===== src/rtl/time_of_day_counter.sv =====
// Hours/minutes/seconds time-of-day counter with a prescaler, validated load and optional alarm.
// Define TOD_ALARM_EN to build the sticky alarm; otherwise alarm is tied low.
module time_of_day_counter #(
  parameter int unsigned CLK_DIV = 1,
  parameter int unsigned HOURS   = 24
) (
  input  logic       clk,
  input  logic       rst,
  input  logic       en,
  input  logic       load,
  input  logic [4:0] load_hr,
  input  logic [5:0] load_min,
  input  logic [5:0] load_sec,
  output logic       load_err,
  output logic [4:0] hr,
  output logic [5:0] min,
  output logic [5:0] sec,
  output logic       sec_tick,
  output logic       day_wrap,
  input  logic       alarm_set,
  input  logic [4:0] alarm_hr,
  input  logic [5:0] alarm_min,
  input  logic       alarm_ack,
  output logic       alarm
);

  localparam int unsigned PW = (CLK_DIV > 1) ? $clog2(CLK_DIV) : 1;
  localparam logic [PW-1:0] PreMax = PW'(CLK_DIV - 1);
  localparam logic [4:0] HrMax = 5'(HOURS - 1);

  logic [PW-1:0] pre_q, pre_d;
  logic [4:0]    hr_q, hr_d;
  logic [5:0]    min_q, min_d, sec_q, sec_d;
  logic          tick_q, tick_d, wrap_q, wrap_d, err_q, err_d;

  logic       adv, adv_taken, load_ok, wrap;
  logic [4:0] nhr;
  logic [5:0] nmin, nsec;

  // Time after one advance, with all carries resolved in the same cycle.
  always_comb begin
    nsec = sec_q + 6'd1;
    nmin = min_q;
    nhr  = hr_q;
    wrap = 1'b0;
    if (sec_q == 6'd59) begin
      nsec = 6'd0;
      if (min_q == 6'd59) begin
        nmin = 6'd0;
        if (hr_q == HrMax) begin
          nhr  = 5'd0;
          wrap = 1'b1;
        end else begin
          nhr = hr_q + 5'd1;
        end
      end else begin
        nmin = min_q + 6'd1;
      end
    end
  end

  always_comb begin
    adv       = en && (pre_q == PreMax);
    adv_taken = adv && !load;
    load_ok   = (load_sec < 6'd60) && (load_min < 6'd60) && ({1'b0, load_hr} < 6'(HOURS));
    pre_d     = pre_q;
    hr_d      = hr_q;
    min_d     = min_q;
    sec_d     = sec_q;
    tick_d    = 1'b0;
    wrap_d    = 1'b0;
    err_d     = 1'b0;
    // Any load, accepted or not, suppresses the advance for this cycle.
    if (load) begin
      if (load_ok) begin
        hr_d  = load_hr;
        min_d = load_min;
        sec_d = load_sec;
        pre_d = '0;
      end else begin
        err_d = 1'b1;
      end
    end else if (en) begin
      if (adv) begin
        pre_d  = '0;
        hr_d   = nhr;
        min_d  = nmin;
        sec_d  = nsec;
        tick_d = 1'b1;
        wrap_d = wrap;
      end else begin
        pre_d = pre_q + 1'b1;
      end
    end
  end

  always_ff @(posedge clk or negedge rst) begin
    if (!rst) begin
      pre_q  <= '0;
      hr_q   <= '0;
      min_q  <= '0;
      sec_q  <= '0;
      tick_q <= 1'b0;
      wrap_q <= 1'b0;
      err_q  <= 1'b0;
    end else begin
      pre_q  <= pre_d;
      hr_q   <= hr_d;
      min_q  <= min_d;
      sec_q  <= sec_d;
      tick_q <= tick_d;
      wrap_q <= wrap_d;
      err_q  <= err_d;
    end
  end

  assign hr       = hr_q;
  assign min      = min_q;
  assign sec      = sec_q;
  assign sec_tick = tick_q;
  assign day_wrap = wrap_q;
  assign load_err = err_q;

`ifdef TOD_ALARM_EN
  logic [4:0] al_hr_q, al_hr_d;
  logic [5:0] al_min_q, al_min_d;
  logic       alarm_q, alarm_d;

  // Out-of-range alarm times are stored but can never equal a reachable time.
  always_comb begin
    al_hr_d  = alarm_set ? alarm_hr : al_hr_q;
    al_min_d = alarm_set ? alarm_min : al_min_q;
    alarm_d  = alarm_q && !alarm_ack;
    if (adv_taken && (nhr == al_hr_q) && (nmin == al_min_q) && (nsec == 6'd0)) begin
      alarm_d = 1'b1;
    end
  end

  always_ff @(posedge clk or negedge rst) begin
    if (!rst) begin
      al_hr_q  <= '0;
      al_min_q <= '0;
      alarm_q  <= 1'b0;
    end else begin
      al_hr_q  <= al_hr_d;
      al_min_q <= al_min_d;
      alarm_q  <= alarm_d;
    end
  end

  assign alarm = alarm_q;
`else
  logic unused_alarm;
  assign unused_alarm = ^{alarm_set, alarm_hr, alarm_min, alarm_ack, adv_taken};
  assign alarm        = 1'b0;
`endif

endmodule


===== config.mk =====
export PLATFORM = sky130hd
export DESIGN_NAME = time_of_day_counter
export DESIGN_NICKNAME = d
export VERILOG_FILES = /design/src/rtl/time_of_day_counter.sv
export SDC_FILE = /design/constraint.sdc
export NUM_CORES = 1
export LEC_CHECK = 0
export CORE_ASPECT_RATIO = 1.4
export CORE_MARGIN = 5
export CORE_UTILIZATION = 60
export CTS_CLUSTER_SIZE = 24
export DETAILED_ROUTE_END_ITERATION = 8
export DONT_BUFFER_PORTS = 1
export PLACE_DENSITY = 0.87
export SLEW_MARGIN = 5
export SYNTH_ARGS = -nofsm -noshare
export SYNTH_HDL_FRONTEND = slang
export SYNTH_SLANG_ARGS = --single-unit

===== constraint.sdc =====
create_clock -name clk -period 2 [get_ports clk]
set_input_delay 0.4 -clock clk [delete_from_list [all_inputs] [get_ports clk]]
set_output_delay 0.4 -clock clk [all_outputs]
set_load 0.01 [all_outputs]

==> flow_summary.yaml, run 1 <==
outcome:
  status: "complete, no violations"
die:
  die_w_um: 50.2
  core_um2: 2180
  dieArea_um2: 3330
  fp-row-count: 20
  die_h_um: 66.3
  start_util_pct: 62.5
  io_pins: 55
logic_synthesis:
  synthFlopType: "dfrtp_1"
  ys_seq_elements: 21
  synthArstFlopShare_pct: 100
  synthCells: 153
  yosysSeqAreaShare_pct: 38.6
  yosysWarnings: 0
  synth-edff-count: 0
  synthesis.nets: 190
  avgSynthCellArea_um2: 8.89
  ys_types: 49
  synth_area_um2: 1360
timing:
  skew_ns: 0.0117
  fmax_mhz: 554
  finalCritPeriodShare_pct: 90.3
  setup_viol: 0
  hold_viol: 0
  min_period_ns: 1.81
  rsz0062_at_grt: "false"
  tightest_slew_ns: 0.936
  slew_violations: 0
  tns_ns: 0
  max_slew_margin_pct: 37.4
setup_path:
  critical_path.max_stage_delay_ns: 0.54
  ff2ff_path_depth: 4
  r2r_end: "min[3]"
  cp_slowest_cell: "dfrtp_1"
  r2r-start: "sec[3]"
  arrival_ns: 2.01
  reg2reg_slack_ns: 0.19
  crit_type: "flop to flop"
  cp_max_fo: 8
  startpoint_type: "flop"
  path_cells: "and4b_1 > nand4_1 > and2_1 > o221ai_1"
  required_ns: 2.21
  critPathLaunch: "sec[3]"
  critPathCaptureType: "flop"
placed_design:
  placed_cell_area_um2: 1430
  dp.final_hpwl_um: 2900
  gp_congestion: 0.961
  io_buffers: 0
  post-place-cells: 180
min_path:
  hp-class: "input pin to flop"
  min_path_cells: 1
  hold_start: "en"
  hold_path_end: "pre_q"
power_and_ir_drop:
  power_density_nw_per_um2: 829
  p_total_mw: 1.22
  p_leak_nw: 0.597
  ir_worst_vdd_mv: 0.513
grt:
  grt_pass1_wl_um: 6480
  use_met3_pct: 5.64
  globalRouteOverflowTotal: 0
  grt_use_total_pct: 24.5
  antenna_found_initial: 0
  grt_util_met1_pct: 28.5
  grt_use_met2_pct: 42.0
  grt.busiest_layer: "met2"
  grt_max_degree: 23
  grt_pass1_vias: 1440
cells_and_area:
  drive_above_1_share_pct: 12.9
  final_util_pct: 67.5
  finalNonFillerCells: 185
  final_area_um2: 1470
  diodes: 0
  syn2layout_area_growth_pct: 8.00
  nets: 201
  fill_cells: 183
cts:
  clk_path_buf_depth: 2
  htreeDepth: 1
  cts_tree: "built"
  clk_pin_slew_ns: 0.11
  postCtsSetupBuffers: 0
  clockRootBuffer: "clkbuf_4"
  cts_buffers: 3
  cts.sinks: 21
  insertion_delay_ns: 0.31
drt:
  via_per_inst: 7.36
  drt_first_pass_iters: 4
  wirelength_um: 3780
  ant_nets: 0
  wl_per_cell_um: 20.4
  detail_route.iter0.violations: 77
  drc: 0
  num_vias: 1362
job:
  maxCapViolCount: 0
==> Yosys cell counts (4+ instances only) <==
cell       n  share of area [%]
nor3_1     4                1.5
inv_1      6                1.7
nor4_1     4                1.8
nand4_1    9                4.1
mux2i_1    4                2.9
nor2_1     7                1.9
o22ai_1    4                1.8
a21oi_1    8                2.9
o211ai_1   4                2.2
nand3_1   13                4.8
nand2_1   18                5.0
dfrtp_1   21                 39
==> layer usage <==
layer | share of wire (%) | up-vias
met4 | 2.9 | 0
met3 | 10 | 13
met5 | 0 | -
li1 | - | 616
met1 | 35 | 657
met2 | 52 | 76
==> how the worst max path moves through the flow <==
stage          endpoint  cells past startpoint
4_1_cts           hr[0]                      5
3_3_place_gp      hr[0]                      5
5_1_grt          min[3]                      4
2_1_floorplan     hr[0]                      5
6_report         min[3]                      4
3_5_place_dp      hr[0]                      5
==> through the flow <==
step / hold WS, ns / worst slack [ns]
floorplan: 0.104 / 0.292
global placement: 0.105 / 0.298
detailed placement: 0.105 / 0.207
CTS: 0.170 / 0.171
global route: 0.147 / 0.102
finish: 0.178 / 0.195
==> where the power goes <==
group          switching, mW  total, mW  internal, mW  leakage [nW]
clock network          0.131      0.209        0.0779        0.0150
logic                  0.215      0.388         0.173         0.331
registers              0.126      0.621         0.495         0.252
total                  0.472       1.22         0.746         0.597
==> area by class of cell <==
cell class	count	area (um^2)	area share [%]
inverters	7	26.3	1.79
clock buffers	4	26.3	1.79
well taps	22	27.5	1.87
repair buffers	14	108	7.33
multi-input cells	117	756	51.4
flip-flops and latches	21	526	35.8
==> registers in the layout, summed over array words and instances (netlist names) <==
signal and count:
hr 5, load_err 1, min 6, sec_tick 1, pre_q 1, sec 6, day_wrap 1
==> what timing repair did <==
| item | 4_1_cts | 5_1_grt |
|---|---|---|
| hold buffers | 1 | 0 |
| gates resized for setup | 0 | 1 |
| setup endpoints to repair | 0 | 1 |
| hold endpoints to repair | 21 | 0 |
==> worst max-delay path: cells and delay by family (launching register included) <==
family / cells / cell delay [ns]
AOI/OAI and AO/OA: 1 / 0.19
DFF: 1 / 0.54
and+or+nand+nor: 3 / 0.98
==> layout by cell type, fill, tap and decap left out, types with 2 or more instances in the layout <==
master	count
a31oi_1	2
ha_1	3
mux2i_1	4
o211ai_1	4
inv_1	6
o22ai_1	4
and3_1	2
a41oi_1	2
o221ai_1	3
o2bb2ai_1	2
nor3_1	4
clkbuf_4	3
nand4_1	9
nor2_1	7
a21oi_1	8
buf_4	13
o21ai_0	3
nand3_1	13
dfrtp_1	21
nand4b_1	2
nand2_1	18
nor4_1	3
==> cell families after synthesis <==
logic type | Yosys count | synth area share (%)
DFF | 21 | 38.6
buffers and inverters | 15 | 6.25
other | 1 | 0.276
adders and majority gates | 3 | 2.76
AOI/OAI and AO/OA | 40 | 21.4
muxes | 4 | 2.94
and+or+nand+nor | 69 | 27.7
Note: power is estimated with default switching activity, not from simulation.
==> inputs of run 2 (changes only) <==
==> constraint.sdc (replaced) <==
create_clock -name clk -period 1.7 [get_ports clk]
set_input_delay 0.34 -clock clk [delete_from_list [all_inputs] [get_ports clk]]
set_output_delay 0.34 -clock clk [all_outputs]
set_load 0.01 [all_outputs]
==> flow_summary.yaml, run 2 (synthesis gave the netlist of run 1 again) <==
outcome:
  status: "complete, no violations"
placed_design:
  pre_cts_ws_ns: -0.0163
  dp.final_hpwl_um: 3030
  io_buffers: 0
  post-place-cells: 189
  placed_cell_area_um2: 1500
  gp_congestion: 0.905
cells_and_area:
  mostFrequentLayoutCell: "buf_4"
  final_area_um2: 1610
  drive_above_1_share_pct: 23.9
  nets: 214
  syn2layout_area_growth_pct: 18.2
  fill_cells: 160
  final_util_pct: 73.9
  layout_common_cells: "26 x buf_4, 19 x dfrtp_1, 18 x nand2_1, 13 x nand3_1, 9 x nand4_1"
  diodes: 0
  finalNonFillerCells: 198
die:
  fp-row-count: 20
  io_pins: 55
  die_h_um: 66.3
  dieArea_um2: 3330
  start_util_pct: 62.5
  core_um2: 2180
  die_w_um: 50.2
timing:
  finalCritPeriodShare_pct: 97.1
  slew_violations: 0
  tightest_slew_ns: 1.00
  skew_ns: 0.00234
  hold_viol: 0
  fmax_mhz: 606
  min_period_ns: 1.65
  tns_ns: 0
  final.setup.worst_slack_ns: 0.0495
  max_slew_margin_pct: 33.1
  whs_ns: 0.113
  setup_viol: 0
job:
  maxCapViolCount: 0
setup_path:
  cp_slowest_cell: "or4_1"
  crit_type: "flop to flop"
  cp_top_family: "simple AND/OR/NAND/NOR gates"
  cp_max_fo: 4
  critPathCaptureType: "flop"
  required_ns: 1.94
  path_buf_inv: 0
  critical_path.max_stage_delay_ns: 0.50
  startpoint_type: "flop"
  arrival_ns: 1.89
  path_cells: "or3b_1 > or4_1 > a31o_1 > o21ai_2"
power_and_ir_drop:
  p_leak_nw: 0.670
  p_sw_mw: 0.596
  power_density_nw_per_um2: 967
  power_frac_clock_pct: 15.5
  ir_worst_vdd_mv: 0.631
  p_sw_share_pct: 38.3
  p_int_mw: 0.959
  pwr-share-comb_pct: 39.4
  p_total_mw: 1.55
  pwr-share-seq_pct: 45.1
drt:
  drc: 0
  detail_route.iter0.violations: 104
  wl_per_cell_um: 21.2
  wirelength_um: 4210
  num_vias: 1449
  ant_nets: 0
  drt_first_pass_iters: 4
  via_per_inst: 7.32
grt:
  antenna_found_initial: 0
  grt_use_total_pct: 25.5
  grt_max_degree: 23
  grt_pass1_vias: 1470
  globalRouteOverflowTotal: 0
  grt_pass1_wl_um: 6730
cts:
  cts.sinks: 21
  cts_tree: "built"
  clk_path_buf_depth: 2
  insertion_delay_ns: 0.30
  cts_buffers: 3
  clk_pin_slew_ns: 0.12
  htreeDepth: 1
  clockRootBuffer: "clkbuf_4"
min_path:
  hp-class: "input pin to flop"
run 2: cell count changes in the layout (fill, tap and decap cells not counted), sizes merged:
| cell | change |
|---|---|
| clkbuf | -1 |
| buf | +13 |
| clkinv | +1 |
run 2: final cells by class:
class | instances | area (um^2) | share of cell area (%)
Clock buffer | 3 | 22.5 | 1.40
Sequential cell | 21 | 528 | 32.8
Timing Repair Buffer | 27 | 205 | 12.8
Inverter | 7 | 26.3 | 1.63
Clock inverter | 1 | 5.00 | 0.311
Tap cell | 22 | 27.5 | 1.71
Multi-Input combinational cell | 117 | 793 | 49.3
run 2: worst paths after layout:
check	start	to	slack [ns]	cells after the start
worst max-delay path	pre_q	sec[5]	0.05	4
worst min-delay path	en	pre_q	0.11	1
worst max register to register	pre_q	sec[5]	0.05	4
worst min register to register	pre_q	pre_q	0.56	2
max in group asynchronous	rst	sec[4]	0.39	1
min in group asynchronous	rst	pre_q	0.64	1
run 2: worst reg2reg max path: stages (launching register included):
cell and delay [ns]:
dfrtp_1 0.43, or3b_1 0.39, or4_1 0.50, a31o_1 0.23, o21ai_2 0.05
run 2: repair_timing:
action,in CTS,in global routing
endpoints found under the hold margin,21,0
resized for setup,1,10
pin swaps,1,1
hold buffers,1,0
buffers inserted,1,3
setup endpoints to repair,3,6
run 2: layer usage:
layer	up-vias	wire length [um]	track usage (%)
met5	-	0	0
met4	0	129	10.8
met3	17	370	4.97
met2	88	2250	45.8
met1	706	1460	28.3
li1	638	-	-
run 2: power groups by stage:
stage	registers, mW	clock network [mW]	logic (mW)
2_1_floorplan	0.732	0	0.296
3_3_place_gp	0.691	0	0.531
4_1_cts	0.691	0.247	0.571
5_1_grt	0.715	0.277	0.664
6_report	0.701	0.241	0.612
3_5_place_dp	0.701	0	0.556
==> inputs of run 3 (changes only) <==
--- a/config.mk
+++ b/config.mk
@@ -11,6 +11,7 @@
 export CTS_CLUSTER_SIZE = 24
 export DETAILED_ROUTE_END_ITERATION = 8
 export DONT_BUFFER_PORTS = 1
+export HOLD_SLACK_MARGIN = 0.03
 export PLACE_DENSITY = 0.87
 export SLEW_MARGIN = 5
 export SYNTH_ARGS = -nofsm -noshare
==> results of run 3 <==
Same layout as run 2: the final DEF is identical, and so are final timing and power.
